## config.mk

```make
export PLATFORM = sky130hd
export DESIGN_NAME = demux_rr_mux_flat
export DESIGN_NICKNAME = d
export VERILOG_FILES = /design/src/rtl/demux_rr_mux_if.sv /design/src/rtl/demux_rr_mux.sv /design/src/flat_wrapper.sv
export SDC_FILE = /design/constraint.sdc
export NUM_CORES = 1
export LEC_CHECK = 0
export CAP_MARGIN = 20
export CORE_MARGIN = 8
export CORE_UTILIZATION = 32
export CTS_CLUSTER_SIZE = 12
export DETAILED_ROUTE_END_ITERATION = 6
export PLACE_DENSITY = 0.78
export RECOVER_POWER = 25
export SKIP_LAST_GASP = 1
export SYNTH_ARGS = -nofsm -noshare
export SYNTH_HDL_FRONTEND = slang
export SYNTH_SLANG_ARGS = --single-unit
```

## constraint.sdc

```tcl
create_clock -name clk -period 1.5 [get_ports clk]
set_input_delay 0.3 -clock clk [delete_from_list [all_inputs] [get_ports clk]]
set_output_delay 0.3 -clock clk [all_outputs]
set_load 0.02 [all_outputs]
```

## src/rtl/demux_rr_mux_if.sv

```systemverilog
// Bus bundle for demux_rr_mux: NCH input lanes plus one tagged output stream.
// DEMUX_RR_MUX_PARITY_EN adds the out_par signal to the bundle.
interface demux_rr_mux_if #(
    parameter int unsigned NCH = 4,
    parameter int unsigned DW  = 8
);
    localparam int unsigned SW = (NCH > 1) ? $clog2(NCH) : 1;

    logic [NCH-1:0]    in_valid;
    logic [NCH*DW-1:0] in_data;
    logic [NCH-1:0]    in_ready;
    logic              out_valid;
    logic [DW-1:0]     out_data;
    logic [SW-1:0]     out_sel;
    logic              out_ready;
`ifdef DEMUX_RR_MUX_PARITY_EN
    logic              out_par;

    // Environment side: producers and the downstream consumer
    modport master (
        output in_valid, in_data, out_ready,
        input  in_ready, out_valid, out_data, out_sel, out_par
    );

    // Multiplexer side
    modport slave (
        input  in_valid, in_data, out_ready,
        output in_ready, out_valid, out_data, out_sel, out_par
    );
`else
    // Environment side: producers and the downstream consumer
    modport master (
        output in_valid, in_data, out_ready,
        input  in_ready, out_valid, out_data, out_sel
    );

    // Multiplexer side
    modport slave (
        input  in_valid, in_data, out_ready,
        output in_ready, out_valid, out_data, out_sel
    );
`endif
endinterface

```

## src/rtl/demux_rr_mux.sv

```systemverilog
// Round-robin NCH:1 lane multiplexer with a registered, lane-tagged output.
// Optional feature: define DEMUX_RR_MUX_PARITY_EN to add registered even parity
// over {out_sel, out_data} on out_par.
module demux_rr_mux #(
    parameter int unsigned NCH = 4,
    parameter int unsigned DW  = 8
) (
    input logic            clk,
    input logic            rst,
    demux_rr_mux_if.slave  bus
);
    localparam int unsigned   SW      = (NCH > 1) ? $clog2(NCH) : 1;
    localparam logic [SW-1:0] PTR_RST = SW'(NCH - 1);

    logic [SW-1:0]  r_ptr;
    logic           r_out_valid;
    logic [DW-1:0]  r_out_data;
    logic [SW-1:0]  r_out_sel;
`ifdef DEMUX_RR_MUX_PARITY_EN
    logic           r_out_par;
`endif

    logic           w_load;
    logic           w_gnt_any;
    logic [SW-1:0]  w_gnt_idx;
    logic [NCH-1:0] w_grant;
    logic [DW-1:0]  w_gnt_data;

    // Output register can take a beat when empty or draining this cycle
    assign w_load = !r_out_valid || bus.out_ready;

    // Rotating-priority search: lanes above the last grant first, then wrap from lane 0
    always_comb begin
        w_gnt_any  = 1'b0;
        w_gnt_idx  = '0;
        w_grant    = '0;
        w_gnt_data = '0;
        if (w_load && !rst) begin
            for (int k = 0; k < NCH; k++) begin
                if (!w_gnt_any && bus.in_valid[k] && (SW'(k) > r_ptr)) begin
                    w_gnt_any = 1'b1;
                    w_gnt_idx = SW'(k);
                end
            end
            for (int k = 0; k < NCH; k++) begin
                if (!w_gnt_any && bus.in_valid[k]) begin
                    w_gnt_any = 1'b1;
                    w_gnt_idx = SW'(k);
                end
            end
        end
        for (int k = 0; k < NCH; k++) begin
            if (w_gnt_any && (w_gnt_idx == SW'(k))) begin
                w_grant[k] = 1'b1;
                w_gnt_data = bus.in_data[k*DW +: DW];
            end
        end
    end

    // Output slice and last-grant pointer; pointer moves only on a grant
    always_ff @(posedge clk) begin
        if (rst) begin
            r_ptr       <= PTR_RST;
            r_out_valid <= 1'b0;
            r_out_data  <= '0;
            r_out_sel   <= '0;
`ifdef DEMUX_RR_MUX_PARITY_EN
            r_out_par   <= 1'b0;
`endif
        end else if (w_gnt_any) begin
            r_ptr       <= w_gnt_idx;
            r_out_valid <= 1'b1;
            r_out_data  <= w_gnt_data;
            r_out_sel   <= w_gnt_idx;
`ifdef DEMUX_RR_MUX_PARITY_EN
            r_out_par   <= ^{w_gnt_idx, w_gnt_data};
`endif
        end else if (r_out_valid && bus.out_ready) begin
            r_out_valid <= 1'b0;
        end
    end

    assign bus.in_ready  = w_grant;
    assign bus.out_valid = r_out_valid;
    assign bus.out_data  = r_out_data;
    assign bus.out_sel   = r_out_sel;
`ifdef DEMUX_RR_MUX_PARITY_EN
    assign bus.out_par   = r_out_par;
`endif

endmodule
```

## src/flat_wrapper.sv

```systemverilog
// flat-port wrapper written by rule: the top's interface ports become plain ports
module demux_rr_mux_flat 
#(
    parameter int unsigned NCH = 4,
    parameter int unsigned DW  = 8
)
  (clk, rst, bus_in_valid, bus_in_data, bus_out_ready, bus_in_ready, bus_out_valid, bus_out_data, bus_out_sel);
  demux_rr_mux_if #(.NCH(NCH), .DW(DW)) bus_i ();
  input logic clk;
  input logic rst;
  input wire logic [$bits(bus_i.in_valid)-1:0] bus_in_valid;
  input wire logic [$bits(bus_i.in_data)-1:0] bus_in_data;
  input wire logic [$bits(bus_i.out_ready)-1:0] bus_out_ready;
  output wire logic [$bits(bus_i.in_ready)-1:0] bus_in_ready;
  output wire logic [$bits(bus_i.out_valid)-1:0] bus_out_valid;
  output wire logic [$bits(bus_i.out_data)-1:0] bus_out_data;
  output wire logic [$bits(bus_i.out_sel)-1:0] bus_out_sel;
  assign bus_i.in_valid = bus_in_valid;
  assign bus_i.in_data = bus_in_data;
  assign bus_i.out_ready = bus_out_ready;
  assign bus_in_ready = bus_i.in_ready;
  assign bus_out_valid = bus_i.out_valid;
  assign bus_out_data = bus_i.out_data;
  assign bus_out_sel = bus_i.out_sel;
  demux_rr_mux #(.NCH(NCH), .DW(DW)) u_core (.clk(clk), .rst(rst), .bus(bus_i));
endmodule
```

==> flow_summary.html, run 1 <==
<table>
<tr><th>Metric</th><th>Value</th></tr>
<tr><th colspan="2">Outcome</th></tr>
<tr><td>Status</td><td>complete, but fails checks</td></tr>
<tr><td>Violations in the final reports</td><td>negative setup slack</td></tr>
<tr><th colspan="2">Route</th></tr>
<tr><td>Detailed Routing Iterations Pass 1</td><td>4</td></tr>
<tr><td>Number of vias per cell</td><td>5.26</td></tr>
<tr><td>DRT antenna net count</td><td>0</td></tr>
<tr><td>Number of vias after detailed routing</td><td>1,109</td></tr>
<tr><td>Final wirelength</td><td>3.80 mm</td></tr>
<tr><td>First DRT Iteration DRCs</td><td>62</td></tr>
<tr><td>Remaining routing DRC violations</td><td>0</td></tr>
<tr><td>Average routed wire per standard cell</td><td>18.0 µm</td></tr>
<tr><th colspan="2">Floorplan</th></tr>
<tr><td>I/O pin count</td><td>54</td></tr>
<tr><td>DIE WIDTH</td><td>67.0 µm</td></tr>
<tr><td>Placeable core region</td><td>0.00248 mm²</td></tr>
<tr><td>Count of standard-cell rows</td><td>18</td></tr>
<tr><td>Initial core utilization</td><td>33.6%</td></tr>
<tr><td>Die footprint</td><td>0.00449 mm²</td></tr>
<tr><td>Die span in y</td><td>67.0 µm</td></tr>
<tr><th colspan="2">Worst setup path</th></tr>
<tr><td>Largest delay contributor family on the critical path</td><td>simple AND/OR/NAND/NOR gates</td></tr>
<tr><td>Kind of critical path</td><td>reg2out</td></tr>
<tr><td>Endpoint of the worst register-to-register path</td><td>u_core.bus.out_data[2]$_SDFFE_PP0P_</td></tr>
<tr><td>Origin of the critical flop-to-flop path</td><td>u_core.r_ptr[0]$_SDFFE_PP1P_</td></tr>
<tr><td>Critical path, cell by cell</td><td>nand2b_4 -&gt; a21o_1 -&gt; nand3_4 -&gt; buf_6 -&gt; nor3_4 -&gt; buf_6</td></tr>
<tr><td>Largest driver fanout on the critical path</td><td>5</td></tr>
<tr><td>Critical Path End</td><td>bus_in_ready[2]</td></tr>
<tr><td>Worst path depth</td><td>6</td></tr>
<tr><td>Crit-path slowest cell</td><td>sky130_fd_sc_hd__dfxtp_4</td></tr>
<tr><td>Largest stage delay on the critical path</td><td>0.37 ns</td></tr>
<tr><td>Cell repeated most along the worst path</td><td>sky130_fd_sc_hd__buf_6</td></tr>
<tr><td>Sort of element at the end of the critical path</td><td>output pin</td></tr>
<tr><td>Worst setup SP type</td><td>register</td></tr>
<tr><td>Critical Path AT</td><td>1.53 ns</td></tr>
<tr><td>Worst Path Buf+Inv</td><td>2</td></tr>
<tr><td>Data required time of the critical path</td><td>1.20 ns</td></tr>
<tr><td>Startpoint of the worst setup timing path</td><td>u_core.r_ptr[0]$_SDFFE_PP1P_</td></tr>
<tr><td>Worst Reg-to-Reg Cells</td><td>7</td></tr>
<tr><td>Worst reg-to-reg setup slack</td><td>-0.32 ns</td></tr>
<tr><th colspan="2">Finish</th></tr>
<tr><td>Most common cell after layout, fill and taps aside</td><td>sky130_fd_sc_hd__clkdlybuf4s50_1</td></tr>
<tr><td>Layout Utilization</td><td>74.0%</td></tr>
<tr><td>Layout cell share with drive strength beyond 1</td><td>37.0%</td></tr>
<tr><td>Highest-count cells in the layout ignoring fill and taps</td><td>32 x sky130_fd_sc_hd__clkdlybuf4s50_1, 18 x sky130_fd_sc_hd__buf_4, 14 x sky130_fd_sc_hd__dlygate4sd2_1</td></tr>
<tr><td>Post-route cell area</td><td>0.00183 mm²</td></tr>
<tr><td>Final Net Count</td><td>221</td></tr>
<tr><td>Ant diodes</td><td>0</td></tr>
<tr><td>Layout area overhead</td><td>120%</td></tr>
<tr><th colspan="2">STA</th></tr>
<tr><td>Clock tree skew after final layout</td><td>0.00311 ns</td></tr>
<tr><td>Worst Max-Slew Pin Slew</td><td>0.281 ns</td></tr>
<tr><td>Setup repair after global routing missed its margin</td><td>yes</td></tr>
<tr><td>Max-slew violation total from the final report</td><td>0</td></tr>
<tr><td>Maximum operating frequency</td><td>546 MHz</td></tr>
<tr><td>Setup violators final</td><td>12</td></tr>
<tr><td>Crit path time final</td><td>1.83 ns</td></tr>
<tr><td>Total negative setup slack</td><td>-2.89 ns</td></tr>
<tr><td>Post-route fraction of the period consumed by the critical path</td><td>122%</td></tr>
<tr><td>Final hold violation count</td><td>0</td></tr>
<tr><td>Final worst setup slack</td><td>-0.332 ns</td></tr>
<tr><td>Relative slew margins</td><td>81.1%</td></tr>
<tr><th colspan="2">Placement</th></tr>
<tr><td>Count of buffers from port buffering</td><td>53</td></tr>
<tr><td>Hpwl dp</td><td>2.62 mm</td></tr>
<tr><td>Placer's final routability congestion estimate</td><td>0.843</td></tr>
<tr><td>Placed standard-cell area</td><td>0.00157 mm²</td></tr>
<tr><th colspan="2">Clock network</th></tr>
<tr><td>Count of H-tree levels built during CTS</td><td>1</td></tr>
<tr><td>Number of CTS-inserted buffers</td><td>3</td></tr>
<tr><td>Clock sink count</td><td>13</td></tr>
<tr><td>Quantity of hold-fixing buffers added after cts</td><td>0</td></tr>
<tr><td>Clock tree root driver cell</td><td>sky130_fd_sc_hd__clkbuf_4</td></tr>
<tr><td>Clock tree from TritonCTS</td><td>built</td></tr>
<tr><td>Clock input transition at the sequential cells of the worst setup and hold paths</td><td>0.08 ns</td></tr>
<tr><td>Later-pin clock latency in the skew report</td><td>0.28 ns</td></tr>
<tr><td>Number of buffers on the longest clock path</td><td>2</td></tr>
<tr><th colspan="2">Logic synthesis</th></tr>
<tr><td>Synthesized instance count</td><td>99</td></tr>
<tr><td>Seq cells post-synth</td><td>13</td></tr>
<tr><td>Post-synthesis sequential area ratio</td><td>31.2%</td></tr>
<tr><td>Number of distinct library cell variants in the gate-level netlist after synthesis</td><td>31</td></tr>
<tr><td>Combined area of all synthesized cells</td><td>833 µm²</td></tr>
<tr><td>Area share of the largest cell type after synthesis</td><td>31.2%</td></tr>
<tr><td>Cell taking the most area after synthesis</td><td>sky130_fd_sc_hd__dfxtp_1</td></tr>
<tr><td>Net count after synthesis</td><td>138</td></tr>
<tr><td>Total of warnings raised by yosys</td><td>0</td></tr>
<tr><td>Avg Inst Size Synth</td><td>8.42 µm²</td></tr>
<tr><td>Top area cells in the synthesized netlist</td><td>sky130_fd_sc_hd__dfxtp_1 31%, sky130_fd_sc_hd__mux2i_1 9.6%, sky130_fd_sc_hd__a221o_1 4.8%</td></tr>
<tr><th colspan="2">Power</th></tr>
<tr><td>Fraction of power consumed by sequential logic</td><td>28.7%</td></tr>
<tr><td>Share of power burned in the clock network</td><td>14.8%</td></tr>
<tr><td>Reported leakage power</td><td>0.831 nW</td></tr>
<tr><td>Sw frac</td><td>34.4%</td></tr>
<tr><td>Overall power consumption</td><td>0.00153 W</td></tr>
<tr><td>Comb pwr share</td><td>56.6%</td></tr>
<tr><td>Net Switching</td><td>0.000528 W</td></tr>
<tr><td>Power Internal</td><td>0.00101 W</td></tr>
<tr><td>Total power divided by cell area</td><td>837 mW/mm²</td></tr>
<tr><td>Peak supply drop</td><td>0.000596 V</td></tr>
<tr><th colspan="2">Flow run</th></tr>
<tr><td>Max-cap viol count</td><td>0</td></tr>
<tr><th colspan="2">Global route</th></tr>
<tr><td>Number of global-route vias before repair</td><td>1,114</td></tr>
<tr><td>Maximum number of pins on one net before global-route repair</td><td>11</td></tr>
<tr><td>Overflow left after global routing</td><td>0</td></tr>
<tr><td>Global-route wire length before repair</td><td>5.48 mm</td></tr>
<tr><td>Total Routing Usage GR</td><td>15.7%</td></tr>
<tr><td>Number of antenna violations at the first check in global routing</td><td>0</td></tr>
<tr><th colspan="2">Min path</th></tr>
<tr><td>Hold crit path type</td><td>in2reg</td></tr>
</table>
worst min-delay path by stage:
stage | endpoint | depth (start not counted) | start
6_report | u_core.bus.out_valid$_SDFFE_PP0P_ | 2 | rst
5_1_grt | u_core.bus.out_valid$_SDFFE_PP0P_ | 2 | rst
4_1_cts | u_core.bus.out_valid$_SDFFE_PP0P_ | 2 | rst
3_5_place_dp | u_core.bus.out_sel[0]$_SDFFE_PP0P_ | 2 | u_core.bus.out_sel[0]$_SDFFE_PP0P_
3_3_place_gp | u_core.bus.out_sel[1]$_SDFFE_PP0P_ | 2 | u_core.bus.out_sel[1]$_SDFFE_PP0P_
2_1_floorplan | u_core.bus.out_data[1]$_SDFFE_PP0P_ | 1 | bus_in_data[25]
cells by family (layout without fill, tap and decap cells):
logic type	Yosys count	count (layout)	synth area share, %
buffers and inverters	7	89	4.35
AOI/OAI and AO/OA	24	24	19.1
muxes	12	12	15.0
DFF	13	13	31.2
and+or+nand+nor	43	43	30.3
routing by layer:
metal,track usage (%),vias to the layer above,wire length (µm)
li1,-,525,-
met1,18.0,524,1460
met2,27.7,54,1930
met3,5.37,6,357
met4,2.35,0,46
met5,0,-,0
flip-flops by register name, summed over array words and instances, names as in the netlist:
signal                flops
u_core.bus.out_sel        2
u_core.r_ptr              2
u_core.bus.out_data       8
u_core.bus.out_valid      1
cell type report:
cell class	count	area, µm²
Multi-Input combinational cell	79	671
Timing Repair Buffer	83	825
Inverter	2	7.51
Tap cell	30	37.5
Sequential cell	13	267
Fill cell	182	644
Clock buffer	4	26.3
power by group through the flow:
stage          Combinational [W]  Clock [W]  Sequential [W]
2_1_floorplan           0.000298          0        0.000495
3_3_place_gp            0.000649          0        0.000441
6_report                0.000868   0.000227        0.000439
3_5_place_dp            0.000666          0        0.000444
4_1_cts                 0.000785   0.000229        0.000438
5_1_grt                 0.000908   0.000250        0.000448
worst reg2reg max path: stages (launching register included):
cell	delay [ns]
sky130_fd_sc_hd__dfxtp_4	0.37
sky130_fd_sc_hd__nand2b_4	0.14
sky130_fd_sc_hd__a21o_1	0.17
sky130_fd_sc_hd__nand3_4	0.12
sky130_fd_sc_hd__buf_6	0.15
sky130_fd_sc_hd__buf_6	0.11
sky130_fd_sc_hd__or3b_1	0.34
sky130_fd_sc_hd__a221o_1	0.30
cells in the mapped netlist, drive strengths merged:
cell type  count
a21o           1
a21oi          5
a221o          4
a31oi          1
and2           6
buf            3
clkbuf         2
dfxtp         13
inv            2
mux2           4
mux2i          8
nand2          8
nand2b         2
nand3          1
nand3b         4
nand4          1
nor2           6
nor2b          5
nor3           3
nor3b          1
nor4           1
o21ai         11
o221ai         1
o311a          1
or2            1
or3            1
or3b           3
through the flow:
stage          setup WS [ns]  cells  hold slack [ns]
2_1_floorplan        -0.0878     99            0.439
3_3_place_gp           -1.03    194            0.450
3_5_place_dp           -1.08    194            0.452
4_1_cts               -0.335    208            0.386
5_1_grt               -0.398    211            0.407
6_report              -0.332    211            0.381
repair_timing:
action | in CTS | in global routing
setup endpoints to repair | 26 | 14
gates cloned | 0 | 1
gates resized for setup | 69 | 10
pin swaps | 8 | 6
buffers inserted | 10 | 2
Power figures use the tool's default switching activity.
==> run 2, diff against run 1 <==
--- a/config.mk
+++ b/config.mk
@@ -12,6 +12,7 @@
 export DETAILED_ROUTE_END_ITERATION = 6
 export PLACE_DENSITY = 0.78
 export RECOVER_POWER = 25
+export SKIP_CTS_REPAIR_TIMING = 1
 export SKIP_LAST_GASP = 1
 export SYNTH_ARGS = -nofsm -noshare
 export SYNTH_HDL_FRONTEND = slang
==> run 2 against run 1 <==
  * The flow still finishes with violations (negative setup slack)
  * Die area stayed put
  * Count of clock-buffer cells in the layout stayed put
  * First-iteration DRC count is 8.1% higher
  * Worst hold slack better by 0.084 ns
  * Register-to-register slack hardly changed
  * Setup slack worse by 0.0026 ns
  * Fmax is 0.14% lower
  * Core utilization is 2.3 points lower
  * Largest cell class unchanged
==> flow_summary.html, run 2 (synthesis gave the netlist of run 1 again) <==
<table>
<tr><th>Metric</th><th>Value</th></tr>
<tr><th colspan="2">Outcome</th></tr>
<tr><td>Status</td><td>complete, but fails checks</td></tr>
<tr><td>Violations in the final reports</td><td>negative setup slack</td></tr>
<tr><th colspan="2">Clock network</th></tr>
<tr><td>Later-pin clock latency in the skew report</td><td>0.28 ns</td></tr>
<tr><td>Clock sink count</td><td>13</td></tr>
<tr><td>Clock input transition at the sequential cells of the worst setup and hold paths</td><td>0.08 ns</td></tr>
<tr><td>Count of H-tree levels built during CTS</td><td>1</td></tr>
<tr><td>Number of CTS-inserted buffers</td><td>3</td></tr>
<tr><td>Number of buffers on the longest clock path</td><td>2</td></tr>
<tr><td>Clock tree from TritonCTS</td><td>built</td></tr>
<tr><td>Clock tree root driver cell</td><td>sky130_fd_sc_hd__clkbuf_4</td></tr>
<tr><th colspan="2">Min path</th></tr>
<tr><td>Hold crit path type</td><td>reg2reg</td></tr>
<tr><td>Capture endpoint of the worst hold path</td><td>u_core.bus.out_sel[0]$_SDFFE_PP0P_</td></tr>
<tr><td>Worst Min Path Start</td><td>u_core.bus.out_sel[0]$_SDFFE_PP0P_</td></tr>
<tr><td>Depth of the worst hold-timing path</td><td>2</td></tr>
<tr><th colspan="2">Power</th></tr>
<tr><td>Peak supply drop</td><td>0.000687 V</td></tr>
<tr><td>Overall power consumption</td><td>0.00146 W</td></tr>
<tr><td>Reported leakage power</td><td>0.911 nW</td></tr>
<tr><td>Total power divided by cell area</td><td>820 mW/mm²</td></tr>
<tr><th colspan="2">Route</th></tr>
<tr><td>Remaining routing DRC violations</td><td>0</td></tr>
<tr><td>First DRT Iteration DRCs</td><td>67</td></tr>
<tr><td>Average routed wire per standard cell</td><td>18.6 µm</td></tr>
<tr><td>Final wirelength</td><td>3.84 mm</td></tr>
<tr><td>DRT antenna net count</td><td>0</td></tr>
<tr><td>Number of vias per cell</td><td>5.15</td></tr>
<tr><td>Number of vias after detailed routing</td><td>1,067</td></tr>
<tr><td>Detailed Routing Iterations Pass 1</td><td>4</td></tr>
<tr><th colspan="2">Floorplan</th></tr>
<tr><td>Die span in y</td><td>67.0 µm</td></tr>
<tr><td>DIE WIDTH</td><td>67.0 µm</td></tr>
<tr><td>Count of standard-cell rows</td><td>18</td></tr>
<tr><td>I/O pin count</td><td>54</td></tr>
<tr><td>Initial core utilization</td><td>33.6%</td></tr>
<tr><td>Placeable core region</td><td>0.00248 mm²</td></tr>
<tr><td>Die footprint</td><td>0.00449 mm²</td></tr>
<tr><th colspan="2">Placement</th></tr>
<tr><td>Count of buffers from port buffering</td><td>53</td></tr>
<tr><td>Hpwl dp</td><td>2.62 mm</td></tr>
<tr><td>Number of placed instances with taps included</td><td>194</td></tr>
<tr><td>Placer's final routability congestion estimate</td><td>0.843</td></tr>
<tr><th colspan="2">Global route</th></tr>
<tr><td>Global-route wire length before repair</td><td>4.87 mm</td></tr>
<tr><td>Overflow left after global routing</td><td>0</td></tr>
<tr><td>Number of global-route vias before repair</td><td>1,035</td></tr>
<tr><td>Maximum number of pins on one net before global-route repair</td><td>19</td></tr>
<tr><td>Number of antenna violations at the first check in global routing</td><td>0</td></tr>
<tr><td>Total Routing Usage GR</td><td>13.8%</td></tr>
<tr><th colspan="2">Finish</th></tr>
<tr><td>Max reg flops</td><td>8</td></tr>
<tr><td>Layout area overhead</td><td>113%</td></tr>
<tr><td>Final non-filler cell total</td><td>207</td></tr>
<tr><td>Most common cell after layout, fill and taps aside</td><td>sky130_fd_sc_hd__clkdlybuf4s50_1</td></tr>
<tr><td>Number of fillers in the final layout</td><td>174</td></tr>
<tr><td>Final Net Count</td><td>217</td></tr>
<tr><td>Layout Utilization</td><td>71.7%</td></tr>
<tr><td>Ant diodes</td><td>0</td></tr>
<tr><td>Highest-count cells in the layout ignoring fill and taps</td><td>33 x sky130_fd_sc_hd__clkdlybuf4s50_1, 20 x sky130_fd_sc_hd__buf_4, 14 x sky130_fd_sc_hd__dlymetal6s2s_1</td></tr>
<tr><td>Layout cell share with drive strength beyond 1</td><td>32.2%</td></tr>
<tr><th colspan="2">STA</th></tr>
<tr><td>Post-route fraction of the period consumed by the critical path</td><td>122%</td></tr>
<tr><td>Relative slew margins</td><td>81.2%</td></tr>
<tr><td>Crit path time final</td><td>1.83 ns</td></tr>
<tr><td>Final worst setup slack</td><td>-0.335 ns</td></tr>
<tr><td>Max-slew violation total from the final report</td><td>0</td></tr>
<tr><td>Clock tree skew after final layout</td><td>0.000640 ns</td></tr>
<tr><td>Maximum operating frequency</td><td>545 MHz</td></tr>
<tr><td>Worst Max-Slew Pin Slew</td><td>0.279 ns</td></tr>
<tr><td>Setup repair after global routing missed its margin</td><td>yes</td></tr>
<tr><td>Setup violators final</td><td>12</td></tr>
<tr><td>Final hold violation count</td><td>0</td></tr>
<tr><th colspan="2">Worst setup path</th></tr>
<tr><td>Sort of element at the end of the critical path</td><td>output pin</td></tr>
<tr><td>Worst Reg-to-Reg Cells</td><td>7</td></tr>
<tr><td>Crit-path slowest cell</td><td>sky130_fd_sc_hd__clkdlybuf4s50_1</td></tr>
<tr><td>Critical Path AT</td><td>1.53 ns</td></tr>
<tr><td>Data required time of the critical path</td><td>1.20 ns</td></tr>
<tr><td>Worst reg-to-reg setup slack</td><td>-0.33 ns</td></tr>
<tr><td>Origin of the critical flop-to-flop path</td><td>u_core.r_ptr[0]$_SDFFE_PP1P_</td></tr>
<tr><td>Kind of critical path</td><td>in2out</td></tr>
<tr><td>Worst setup SP type</td><td>input pin</td></tr>
<tr><td>Critical path, cell by cell</td><td>clkdlybuf4s50_1 -&gt; or3_4 -&gt; nor3b_4 -&gt; buf_6</td></tr>
<tr><td>Endpoint of the worst register-to-register path</td><td>u_core.bus.out_data[2]$_SDFFE_PP0P_</td></tr>
<tr><td>Largest stage delay on the critical path</td><td>0.47 ns</td></tr>
<tr><td>Largest driver fanout on the critical path</td><td>4</td></tr>
<tr><th colspan="2">Flow run</th></tr>
<tr><td>Max-cap viol count</td><td>0</td></tr>
</table>
## run 2: changes by cell type in the layout (fill, tap and decap cells not counted), sizes merged
cell / delta
dlygate4sd2: -14
clkbuf: +3
clkdlybuf4s50: +1
clkdlybuf4s15: -2
dlymetal6s2s: +14
buf: -6
## run 2: how the worst max path moves through the flow
stage / startpoint / to / slack [ns] / cells past startpoint
floorplan: bus_in_valid[3] / u_core.bus.out_data[2]$_SDFFE_PP0P_ / -0.09 / 5
global placement: bus_in_valid[1] / bus_in_ready[1] / -1.03 / 6
detailed placement: bus_in_valid[3] / bus_in_ready[3] / -1.08 / 6
CTS: bus_in_valid[3] / bus_in_ready[3] / -1.09 / 6
global route: u_core.r_ptr[0]$_SDFFE_PP1P_ / u_core.bus.out_data[2]$_SDFFE_PP0P_ / -0.39 / 7
finish: rst / bus_in_ready[3] / -0.33 / 4
## run 2: per-stage QoR
stage / hold WS (ns) / area (µm²) / setup TNS, ns / worst slack [ns]
CTS: 0.463 / 1600 / -9.62 / -1.09
finish: 0.465 / 1780 / -3.01 / -0.335
detailed placement: 0.452 / 1570 / -12.64 / -1.08
floorplan: 0.439 / 916 / -0.432 / -0.0878
global route: 0.483 / 1780 / -3.67 / -0.392
global placement: 0.450 / 1570 / -11.92 / -1.03
## run 2: report_power, final
| group | internal, W | switching [W] | leakage [nW] | total, W |
|---|---|---|---|---|
| clock network | 0.000103 | 0.000121 | 0.0150 | 0.000224 |
| registers | 0.000403 | 0.0000362 | 0.108 | 0.000439 |
| logic | 0.000447 | 0.000346 | 0.788 | 0.000793 |
| total | 0.000953 | 0.000503 | 0.911 | 0.00146 |
## run 2: critical path, delay by kind of cell
kind	cells	cell delay (ns)
AND/OR/NAND/NOR	2	0.61
buffers and inverters	2	0.62
## run 2: area by class of cell
class | instances | area, µm² | area share (%)
well taps | 30 | 37.5 | 2.11
flip-flops and latches | 13 | 267 | 15.0
clock buffers | 4 | 26.3 | 1.48
repair buffers | 79 | 793 | 44.7
multi-input cells | 79 | 644 | 36.3
inverters | 2 | 7.51 | 0.423
## run 2: per-layer routing
layer,vias to the layer above,share of wire [%],GRT usage (%)
li1,512,-,-
met1,502,36,16.0
met2,47,52,23.4
met3,6,10,6.04
met4,0,1.5,1.57
met5,-,0,0
